## src/rtl/stage_3_ex.sv

```systemverilog
// stage_3_ex: execute stage of the 5-stage LoongArch pipeline.
//   Latency: instruction accepted at edge N is visible (result bus, valid_3, SRAM request) in cycle N+1.
//   Backpressure: allow_3 = ~valid_3 | allow_4; a stalled instruction holds its register and issues no SRAM request.
// Ports:
//   clk, reset                 - pipeline clock, synchronous active-high reset
//   valid_2 / allow_3          - ID->EX handshake (allow_3 out)
//   valid_3 / allow_4          - EX->MEM handshake (valid_3 out)
//   stage_2_to_3[116:0]        - decoded instruction {rf_we,dest,res_from_mem,src1,src2,alu_op,mem_we,mem_en,pc}
//   memory_write_data[31:0]    - store data, valid alongside stage_2_to_3
//   stage_3_to_4[70:0]         - {rf_we,dest,res_from_mem,alu_result,pc} to MEM
//   data_sram_en/we/addr/wdata - data SRAM request, issued once in the cycle the instruction advances
//   rf_waddr_3_fwd[4:0]        - destination in EX for ID hazard detection (0 when none)
// Optional (macro EX_RESULT_FWD_EN):
//   rf_wdata_3_fwd[31:0]       - ALU result for ID bypass
//   rf_fwd_ok_3                - bypass allowed (valid non-load write)
module stage_3_ex (
  input  logic         clk,
  input  logic         reset,
  input  logic         valid_2,
  output logic         allow_3,
  output logic         valid_3,
  input  logic         allow_4,
  input  logic [116:0] stage_2_to_3,
  input  logic [31:0]  memory_write_data,
  output logic [70:0]  stage_3_to_4,
  output logic         data_sram_en,
  output logic [3:0]   data_sram_we,
  output logic [31:0]  data_sram_addr,
  output logic [31:0]  data_sram_wdata,
  output logic [4:0]   rf_waddr_3_fwd
`ifdef EX_RESULT_FWD_EN
  ,
  output logic [31:0]  rf_wdata_3_fwd,
  output logic         rf_fwd_ok_3
`endif
);

  logic         r_valid_3;
  logic [116:0] r_inst;
  logic [31:0]  r_wdata;

  logic         w_rf_we;
  logic [4:0]   w_dest;
  logic         w_res_from_mem;
  logic [31:0]  w_src1;
  logic [31:0]  w_src2;
  logic [11:0]  w_alu_op;
  logic         w_mem_we;
  logic         w_mem_en;
  logic [31:0]  w_pc;
  logic [31:0]  w_alu_result;
  logic [31:0]  w_sum;
  logic [31:0]  w_diff;
  logic         w_sram_en;

  assign {w_rf_we, w_dest, w_res_from_mem, w_src1, w_src2,
          w_alu_op, w_mem_we, w_mem_en, w_pc} = r_inst;

  // ALU is single-cycle, so EX is always ready to go.
  assign allow_3 = ~r_valid_3 | allow_4;
  assign valid_3 = r_valid_3;

  always_ff @(posedge clk) begin
    if (reset) begin
      r_valid_3 <= 1'b0;
      r_inst    <= '0;
      r_wdata   <= '0;
    end else if (allow_3) begin
      r_valid_3 <= valid_2;
      // Bubbles leave the held payload untouched.
      if (valid_2) begin
        r_inst  <= stage_2_to_3;
        r_wdata <= memory_write_data;
      end
    end
  end

  assign w_sum  = w_src1 + w_src2;
  assign w_diff = w_src1 - w_src2;

  // One-hot op select: each lane is masked by its op bit and OR-merged,
  // so an all-zero op yields 0.
  always_comb begin
    w_alu_result = '0;
    w_alu_result = w_alu_result | ({32{w_alu_op[0]}}  & w_sum);
    w_alu_result = w_alu_result | ({32{w_alu_op[1]}}  & w_diff);
    w_alu_result = w_alu_result | ({32{w_alu_op[2]}}  &
                   {31'd0, ($signed(w_src1) < $signed(w_src2))});
    w_alu_result = w_alu_result | ({32{w_alu_op[3]}}  & {31'd0, (w_src1 < w_src2)});
    w_alu_result = w_alu_result | ({32{w_alu_op[4]}}  & (w_src1 & w_src2));
    w_alu_result = w_alu_result | ({32{w_alu_op[5]}}  & ~(w_src1 | w_src2));
    w_alu_result = w_alu_result | ({32{w_alu_op[6]}}  & (w_src1 | w_src2));
    w_alu_result = w_alu_result | ({32{w_alu_op[7]}}  & (w_src1 ^ w_src2));
    w_alu_result = w_alu_result | ({32{w_alu_op[8]}}  & (w_src1 << w_src2[4:0]));
    w_alu_result = w_alu_result | ({32{w_alu_op[9]}}  & (w_src1 >> w_src2[4:0]));
    w_alu_result = w_alu_result | ({32{w_alu_op[10]}} &
                   32'($signed(w_src1) >>> w_src2[4:0]));
    w_alu_result = w_alu_result | ({32{w_alu_op[11]}} & w_src2);
  end

  // Request only in the advancing cycle so each access issues exactly once
  // and synchronous read data lines up with the instruction in MEM.
  assign w_sram_en       = r_valid_3 & w_mem_en & allow_4;
  assign data_sram_en    = w_sram_en;
  assign data_sram_we    = {4{w_mem_we}} & {4{w_sram_en}};
  assign data_sram_addr  = w_alu_result;
  assign data_sram_wdata = r_wdata;

  assign rf_waddr_3_fwd = (r_valid_3 & w_rf_we) ? w_dest : 5'd0;

  assign stage_3_to_4 = {w_rf_we, w_dest, w_res_from_mem, w_alu_result, w_pc};

`ifdef EX_RESULT_FWD_EN
  // Loads cannot be bypassed from EX; their data arrives in MEM.
  assign rf_wdata_3_fwd = w_alu_result;
  assign rf_fwd_ok_3    = r_valid_3 & w_rf_we & ~w_res_from_mem;
`endif

endmodule
```

## config.mk

```make
export PLATFORM = sky130hd
export DESIGN_NAME = stage_3_ex
export DESIGN_NICKNAME = d
export VERILOG_FILES = /design/src/rtl/stage_3_ex.sv
export SDC_FILE = /design/constraint.sdc
export NUM_CORES = 1
export LEC_CHECK = 0
export BUFFER_PORTS_ARGS = -buffer_cell sky130_fd_sc_hd__clkbuf_2
export CORE_UTILIZATION = 44
export CTS_BUF_LIST = sky130_fd_sc_hd__clkbuf_4 sky130_fd_sc_hd__clkbuf_8
export CTS_CLUSTER_SIZE = 10
export DETAILED_ROUTE_END_ITERATION = 8
export PLACE_DENSITY = 0.66
export REMOVE_ABC_BUFFERS = 1
export SLEW_MARGIN = 30
export SYNTH_ARGS = -nofsm -noshare
export SYNTH_HDL_FRONTEND = slang
export SYNTH_SLANG_ARGS = --single-unit
```

## constraint.sdc

```tcl
create_clock -name clk -period 5.08 [get_ports clk]
set_input_delay 0.254 -clock clk [delete_from_list [all_inputs] [get_ports clk]]
set_output_delay 0.254 -clock clk [all_outputs]
set_load 0.01 [all_outputs]
```

# ---- Word level (Yosys, flattened, before mapping)
# Cells that the tools add are included.
dict set report op_classes {
  add_sub_neg 2
  magnitude_cmp 2
  shift 3
  n_mux 1
  bitwise 33
  reduce_logical 1
}
# operator n
set ops {}
lappend ops {{$or 32x32->32} 12}
lappend ops {{$and 32x32->32} 11}
lappend ops {{$and 32x1->32} 2}
lappend ops {{$lt 32x32->1} 2}
lappend ops {{$add 32x32->32} 1}
lappend ops {{$not 32->32} 1}
lappend ops {{$shl 32x5->32} 1}
lappend ops {{$shr 32x5->32} 1}
lappend ops {{$sshr 32x5->32} 1}
lappend ops {{$sub 32x32->32} 1}
lappend ops {{$xor 32x32->32} 1}
lappend ops {{$mux 5} 1}
lappend ops {{$and 4x4->4} 1}
lappend ops {{$and 1x1->1} 3}
lappend ops {{$reduce_and 2->1} 1}
lappend ops {{$not 1->1} 1}
lappend ops {{$or 1x1->1} 1}
dict set report totals {
  register_bits 150
  in_bits 153
  out_inout_bits 147
}

# ---- Longest topological paths before layout
# Gate-level depths: netlist of the first run.
dict set report depth {
  depth_word 13
  ltp_mapped 15
}

# ---- Worst setup path after synthesis of the first run
# Ideal clock, no wire load.
dict set report synth_timing {
  path_kind {register -> output}
  start {register r_inst[49]}
  end {output port stage_3_to_4[62]}
  t_arrival_ps 3749
  t_required_ps 4826
  slack_ps 1077
  stages_incl_launch_ff 16
  n_path_buf 5
  path_cell_list {dfxtp_1 -> inv_1 -> clkbuf_1 -> clkbuf_1 -> buf_1 -> ha_1 -> buf_4 -> o21ai_0 -> o21ai_2 -> a221oi_4 -> a31oi_4 -> a31oi_1 -> o21ai_1 -> and3b_1 -> or4_1 -> buf_4}
}
dict set report synth_via {
  elab_chain_cells 13
  word_cells_on_any_way 21
  classes_between {add/sub: 2; shift: 3; bitwise: 16}
}
# element line
set synth_lines {}
lappend synth_lines {{start: declaration} 39} ;# logic [116:0] r_inst;
lappend synth_lines {{start signal: assignment} 72} ;# r_inst <= stage_2_to_3;
lappend synth_lines {{$add 32x32->32 or $sub 32x32->32 (tied branches)} {78, 79}}
lappend synth_lines {{$and 32x32->32, on equally long branches} {85, 86}}
lappend synth_lines {{$or 32x32->32} 86} ;# w_alu_result = w_alu_result | ({32{w_alu_op[1]}} & w_diff);
lappend synth_lines {{$or 32x32->32} 87} ;# w_alu_result = w_alu_result | ({32{w_alu_op[2]}} &
lappend synth_lines {{$or 32x32->32} 89} ;# w_alu_result = w_alu_result | ({32{w_alu_op[3]}} & {31'd0, (w_src1 < w_src2)});
lappend synth_lines {{$or 32x32->32} 90} ;# w_alu_result = w_alu_result | ({32{w_alu_op[4]}} & (w_src1 & w_src2));
lappend synth_lines {{$or 32x32->32} 91} ;# w_alu_result = w_alu_result | ({32{w_alu_op[5]}} & ~(w_src1 | w_src2));
lappend synth_lines {{$or 32x32->32} 92} ;# w_alu_result = w_alu_result | ({32{w_alu_op[6]}} & (w_src1 | w_src2));
lappend synth_lines {{$or 32x32->32} 93} ;# w_alu_result = w_alu_result | ({32{w_alu_op[7]}} & (w_src1 ^ w_src2));
lappend synth_lines {{$or 32x32->32} 94} ;# w_alu_result = w_alu_result | ({32{w_alu_op[8]}} & (w_src1 << w_src2[4:0]));
lappend synth_lines {{$or 32x32->32} 95} ;# w_alu_result = w_alu_result | ({32{w_alu_op[9]}} & (w_src1 >> w_src2[4:0]));
lappend synth_lines {{$or 32x32->32 *} 96} ;# w_alu_result = w_alu_result | ({32{w_alu_op[10]}} &
lappend synth_lines {{$or 32x32->32 *} 98} ;# w_alu_result = w_alu_result | ({32{w_alu_op[11]}} & w_src2);
lappend synth_lines {{end: declaration} 25} ;# output logic [70:0] stage_3_to_4,
# Every way passes the cells marked *; elsewhere a longest branch is shown, timed or not.

# ---- Final worst setup path of the first run
dict set report layout_timing {
  start {register r_inst[47]}
  end {output port stage_3_to_4[63]}
}
# Same word-level chain as after synthesis.

==> summary.txt, run 1 <==
Run status
  – Status: completed

Job
  – Count of maximum capacitance violations: 0

Setup path
  – Number of stages on the worst setup path: 11
  – Crit end category: output port
  – Most common cell on crit path: o211ai_1
  – Critical path class: flip-flop to output port
  – Reg2reg start: valid_3
  – Worst setup SP type: flip-flop
  – Crit path to: stage_3_to_4[63]
  – Critical-path cell list: inv_1 > ha_1 > o21bai_1 > a2111oi_2 > o211ai_1 > a21oi_2 > nor4_1 > nor3_1 > mux2i_1 > o211ai_1 > clkbuf_2
  – Arr. time, crit path: 4.39 ns
  – Crit path launch: r_inst[47]
  – Reg-to-Reg End: r_inst[46]
  – R2r setup slk: 2.35 ns
  – Worst EP required: 4.83 ns
  – Critical path's largest stage delay: 0.59 ns
  – Worst reg-to-reg path cell count: 5
  – Buf/Inv on CP: 2
  – CP delay by family, top: compound AO/OA/AOI/OAI gates
  – Critical path fanouts, max: 30
  – CP max stage cell: dfxtp_4

Yosys
  – Post-synth top area share: 20.0%
  – Mapped cell area: 15,000 um^2
  – Synth cell types: 93
  – Number of synthesized flops with an enable pin: 0
  – Yosys top cell by area: dfxtp_1
  – Post-synthesis instance total: 2,041
  – Synth Register Bits: 150
  – Top_reg_cell synth: dfxtp_1
  – Syn. warnings: 0
  – Syn_area_per_cell: 7.35 um^2
  – Ranking of synthesized cells by area: dfxtp_1, nand2_1, ha_1
  – Register area share after synthesis: 20.0%
  – Asr flop ratio synth: 0%

Final layout
  – Multi-input gate area: 10,400 um^2
  – Area grow syn2layout: 20.7%
  – Layout cell share with drive strength beyond 1: 20.5%
  – Layout Cells excl Fill: 2,782
  – Fill cell count: 3,243
  – Sequential Area: 3010 um^2
  – Final nets: 2,572

Floorplanning
  – Initial Util: 44.7%
  – IO Count: 300
  – Die Wd: 187 um
  – Die area: 34,800 um^2
  – Row cnt: 67
  – Core ar.: 33,500 um^2
  – Die Y: 187 um

GRT
  – Antenna violations before repair: 2
  – Vias in the first global route: 16,196
  – GR Overflow Total: 0
  – Met3 Use GR: 6.26%
  – Met1 usage: 46.8%
  – Global-route wire length before repair: 96.0 mm
  – Busiest grt layer: met2
  – GR Layer Usage met2: 56.7%
  – Largest net degree at the start of global routing: 103
  – Total Routing Usage GR: 35.5%

Routing
  – DRC viols: 0
  – DR vias: 16,759
  – Avg WL per Cell: 22.8 um
  – Detail Route Antenna Nets: 0
  – DR vias/cell: 6.02
  – Detailed-route wire length: 63.3 mm
  – Pre-antenna DRT Iters: 6
  – Initial DRC Count: 1,939

Place
  – DP Worst Slack: 1.11 ns
  – Gpl congestion: 1.09
  – Hpwl dp: 46.2 mm
  – Placed insts: 2,602
  – Count of input and output buffers: 299

STA
  – Period utilisation layout: 91.4%
  – Setup TNS Final: 0 ns
  – Clk_skew: 0.0116 ns
  – Crit path time final: 4.64 ns
  – RSZ-0062 raised after global routing: no
  – Slew @ Worst Pin: 0.933 ns
  – Worst setup margin: 0.438 ns
  – Pins over their slew limit: 0
  – Max-slew headroom: 37.3%
  – Final Hold Slack: 0.0502 ns
  – Max Freq: 0.215 GHz
  – Final setup vio count: 0
  – Final hold vios: 0

Clock tree
  – CTS tree: done
  – Bufs on Longest Clock Path: 2
  – Num CTS Buffers: 17
  – Worst-Skew Late Latency: 0.51 ns
  – CTS Root Cell: clkbuf_8
  – CTS clk-pin slew, worst paths: 0.10 ns
  – Clk sink count: 150
  – # H-tree levels: 4

Pwr
  – Leakage: 7.77 nW
  – Cell Pwr Density: 233 nW/um^2
  – Power, Total: 4.21 mW
  – Worst IR drop on VDD: 0.199 mV

Worst hold path
  – Hold Path Class: input pin to flip-flop
## layer usage
layer,vias up,part of all wire [%]
met5,-,0.021
met4,2,4.2
met3,138,9.0
met2,938,45
met1,7964,42
li1,7717,-
## area by class of cell
cell class | count | share of cell area (%)
inverter | 107 | 2.22
clock inverter | 12 | 0.788
antenna | 1 | 0.0138
clock buffer | 20 | 1.49
tap | 448 | 3.10
sequential | 150 | 16.6
multi-input combinational | 1550 | 57.3
timing repair buffer | 494 | 18.5
## cell usage in the layout, fill, tap and decap left out, types with 30 or more instances in the layout
cell type	n
a21oi_1	233
nand2_1	422
inv_1	102
ha_1	97
o21ai_0	85
nor2_1	122
a222oi_1	30
dfxtp_1	146
mux4_2	39
xnor2_1	44
dlygate4sd3_1	147
nand3_1	35
clkbuf_2	298
buf_4	48
mux2i_1	80
## how the worst min path moves through the flow
stage / start / endpoint / cells past startpoint
floorplan: reset / data_sram_wdata[0] / 1
global placement: data_sram_wdata[22] / data_sram_wdata[22] / 2
detailed placement: data_sram_wdata[2] / data_sram_wdata[2] / 2
CTS: valid_2 / valid_3 / 3
global route: stage_2_to_3[46] / r_inst[46] / 3
finish: stage_2_to_3[46] / r_inst[46] / 3
## cells in the mapped netlist (13+ instances only)
master    number
inv_1        102
mux2_2        13
nand3_1       35
a222oi_1      30
xnor2_1       44
a211oi_1      17
a21oi_1      233
nor2b_1       13
a221o_1       16
a221oi_1      17
nor2_1       122
o211ai_1      19
mux4_2        39
buf_2         24
o21ai_0       85
a31oi_1       13
buf_4         84
clkbuf_1     112
nand2_1      423
mux2i_1       80
ha_1          97
nor3_1        20
dfxtp_1      150
## worst reg2reg max path: stages, from the launching register on
cell and delay, ns:
dfxtp_1 0.39, nand2b_1 0.31, and2_4 0.65, buf_4 0.84
nand2_1 0.18, a21oi_1 0.25
## sequential cells by signal, summed over array words and instances (netlist names)
name,count
data_sram_wdata,32
r_inst,117
valid_3,1
## timing repair
item | in CTS | in global routing
gates resized for setup | 0 | 0
setup buffers | 0 | 0
endpoints found under the hold margin | 147 | 0
hold buffers | 147 | 0
## stage by stage
stage | utilization (%) | area [um^2]
after floorplan | - | 13800
after global placement | 48.3 | 16200
after detailed placement | 48.4 | 16200
after CTS | 54.0 | 18100
after global routing | 54.0 | 18100
final | 54.0 | 18100
## power by group
part	switching [mW]	internal (mW)	total (mW)
Clock	0.543	0.476	1.02
Combinational	1.13	0.722	1.85
Sequential	0.100	1.24	1.35
Total	1.77	2.44	4.21
## kinds of logic (layout without fill, tap and decap cells)
| kind of cell | after synthesis | count (layout) | share of synthesized area (%) |
|---|---|---|---|
| muxes | 132 | 132 | 12.2 |
| adders and majority gates | 99 | 99 | 8.36 |
| and+or+nand+nor | 697 | 697 | 20.0 |
| AOI/OAI and AO/OA | 575 | 575 | 25.7 |
| DFF | 150 | 150 | 20.0 |
| buffers and inverters | 341 | 633 | 11.0 |
| xor gates and xnor gates | 47 | 47 | 2.74 |
| other | 0 | 1 | 0 |
(Power assumes the default switching activity.)
==> run 2, diff against run 1 <==
CORE_UTILIZATION = 52   (was 44)
PLACE_DENSITY = 0.76   (was 0.66)
SETUP_SLACK_MARGIN = 0.5   (was unset)
==> run 2 against run 1 <==
Against the previous run: sequential share of layout area rose by 0.053 points; count of clock-buffer cells in the layout shrank 2; flip-flop and latch count unchanged; sequential power is essentially flat; maximum frequency is 4.1% higher; combinational power rose by 3%; critical endpoint is now stage_3_to_4[61]; cell count decreased by 2.3%; global-route usage is 9.5 points higher; critical path depth unchanged; die area is 15% lower.
==> summary.txt, run 2 (synthesized netlist as in run 1, its figures left out) <==
Run status
  – Status: completed

Pwr
  – Leakage: 7.81 nW
  – Power, Total: 4.23 mW
  – Worst IR drop on VDD: 0.213 mV
  – Cell Pwr Density: 234 nW/um^2

Setup path
  – Crit end category: output port
  – Arr. time, crit path: 4.20 ns
  – Critical path class: flip-flop to output port
  – Crit path launch: r_inst[81]
  – Worst setup SP type: flip-flop
  – Worst EP required: 4.83 ns
  – Critical path fanouts, max: 11
  – Reg2reg start: valid_3

STA
  – Pins over their slew limit: 0
  – Period utilisation layout: 87.8%
  – Final setup vio count: 0
  – Max Freq: 0.224 GHz
  – Max-slew headroom: 27.7%
  – Clk_skew: 0.0194 ns
  – Worst setup margin: 0.621 ns
  – Slew @ Worst Pin: 1.08 ns
  – Crit path time final: 4.46 ns
  – RSZ-0062 raised after global routing: no
  – Final hold vios: 0

GRT
  – GR Overflow Total: 0
  – Antenna violations before repair: 2
  – Global-route wire length before repair: 99.3 mm
  – Largest net degree at the start of global routing: 92
  – Total Routing Usage GR: 45.0%
  – Vias in the first global route: 16,618

Routing
  – Detailed-route wire length: 67.4 mm
  – Pre-antenna DRT Iters: 8
  – Detail Route Antenna Nets: 0
  – Avg WL per Cell: 24.8 um
  – Initial DRC Count: 2,940
  – DR vias: 17,583
  – DR vias/cell: 6.47
  – DRC viols: 0

Place
  – Placed insts: 2,541
  – Hpwl dp: 47.4 mm
  – Gpl congestion: 1.10
  – Count of input and output buffers: 299
  – DP Worst Slack: 1.15 ns

Final layout
  – Antenna cells: 0
  – Final nets: 2,579
  – Largest register FFs: 117
  – Commonest non-fill, non-tap cells in the layout: nand2_1, clkbuf_2, a21oi_1
  – Layout Cells excl Fill: 2,718
  – Layout cell share with drive strength beyond 1: 21.0%
  – Commonest non-fill, non-tap cell in the layout: nand2_1
  – Largest Register: r_inst
  – Area grow syn2layout: 20.3%

Clock tree
  – CTS tree: done
  – Worst-Skew Late Latency: 0.53 ns
  – # H-tree levels: 4
  – Bufs on Longest Clock Path: 2
  – CTS Root Cell: clkbuf_8
  – Num CTS Buffers: 17
  – Clk sink count: 150
  – CTS clk-pin slew, worst paths: 0.10 ns
  – # Post-CTS Setup Buffers: 0

Floorplanning
  – Row cnt: 61
  – Die Wd: 172 um
  – Initial Util: 53.4%
  – IO Count: 300
  – Core ar.: 28,100 um^2
  – Die area: 29,500 um^2
  – Die Y: 172 um

Worst hold path
  – Hold Crit Start: stage_2_to_3[15]
  – Hold Path Class: input pin to flip-flop

Job
  – Count of maximum capacitance violations: 0
[run 2: path summary, 6_finish.rpt]
| check | to | slack [ns] | cells after the start |
|---|---|---|---|
| max reg2reg | r_inst[91] | 2.56 | 5 |
| max | stage_3_to_4[61] | 0.62 | 11 |
| min | r_inst[15] | 0.05 | 3 |
| min reg2reg | data_sram_wdata[28] | 0.46 | 2 |
[run 2: power breakdown]
part / internal, mW / total [mW] / switching (mW)
clock: 0.377 / 0.985 / 0.608
combinational: 0.726 / 1.91 / 1.18
sequential: 1.24 / 1.34 / 0.0952
[run 2: critical path: stages (launching register included)]
cell and delay [ns]:
dfxtp_1 0.61, inv_1 0.09, ha_1 0.41, nor3_1 0.39
a2111oi_4 0.16, o211ai_1 0.55, a21oi_2 0.22, o21ai_0 0.46
a21oi_1 0.12, a31o_2 0.23, a221o_1 0.32, clkbuf_2 0.14
[run 2: layout make-up]
cell class / count / area [um^2]
tap: 378 / 473
clock inverter: 14 / 138
inverter: 107 / 405
sequential: 150 / 3010
timing repair buffer: 501 / 3390
multi-input combinational: 1550 / 10400
fill: 2431 / 10000
clock buffer: 18 / 248
[run 2: stage by stage]
step | area (um^2) | utilization, % | hold WS [ns] | setup TNS [ns]
after floorplan | 13800 | - | 0.323 | -0.865
after global placement | 16200 | 57.6 | 0.439 | 0
after detailed placement | 16200 | 57.6 | 0.446 | 0
after CTS | 18000 | 64.1 | 0.0107 | 0
after global routing | 18100 | 64.3 | 0.0435 | 0
final | 18100 | 64.3 | 0.0500 | 0
[run 2: what timing repair did]
item                                    4_1_cts  5_1_grt
gates resized for setup                       0        5
endpoints found under the hold margin       144        0
endpoints found under the setup margin        0       14
hold buffers                                144        0
[run 2: routing by layer]
metal / global-route usage [%] / up-vias / routed length [um]
met3: 11.6 / 261 / 8430
met1: 57.0 / 8314 / 25600
met5: 0 / - / 13
li1: - / 7727 / -
met2: 69.2 / 1279 / 29500
met4: 25.7 / 2 / 3860
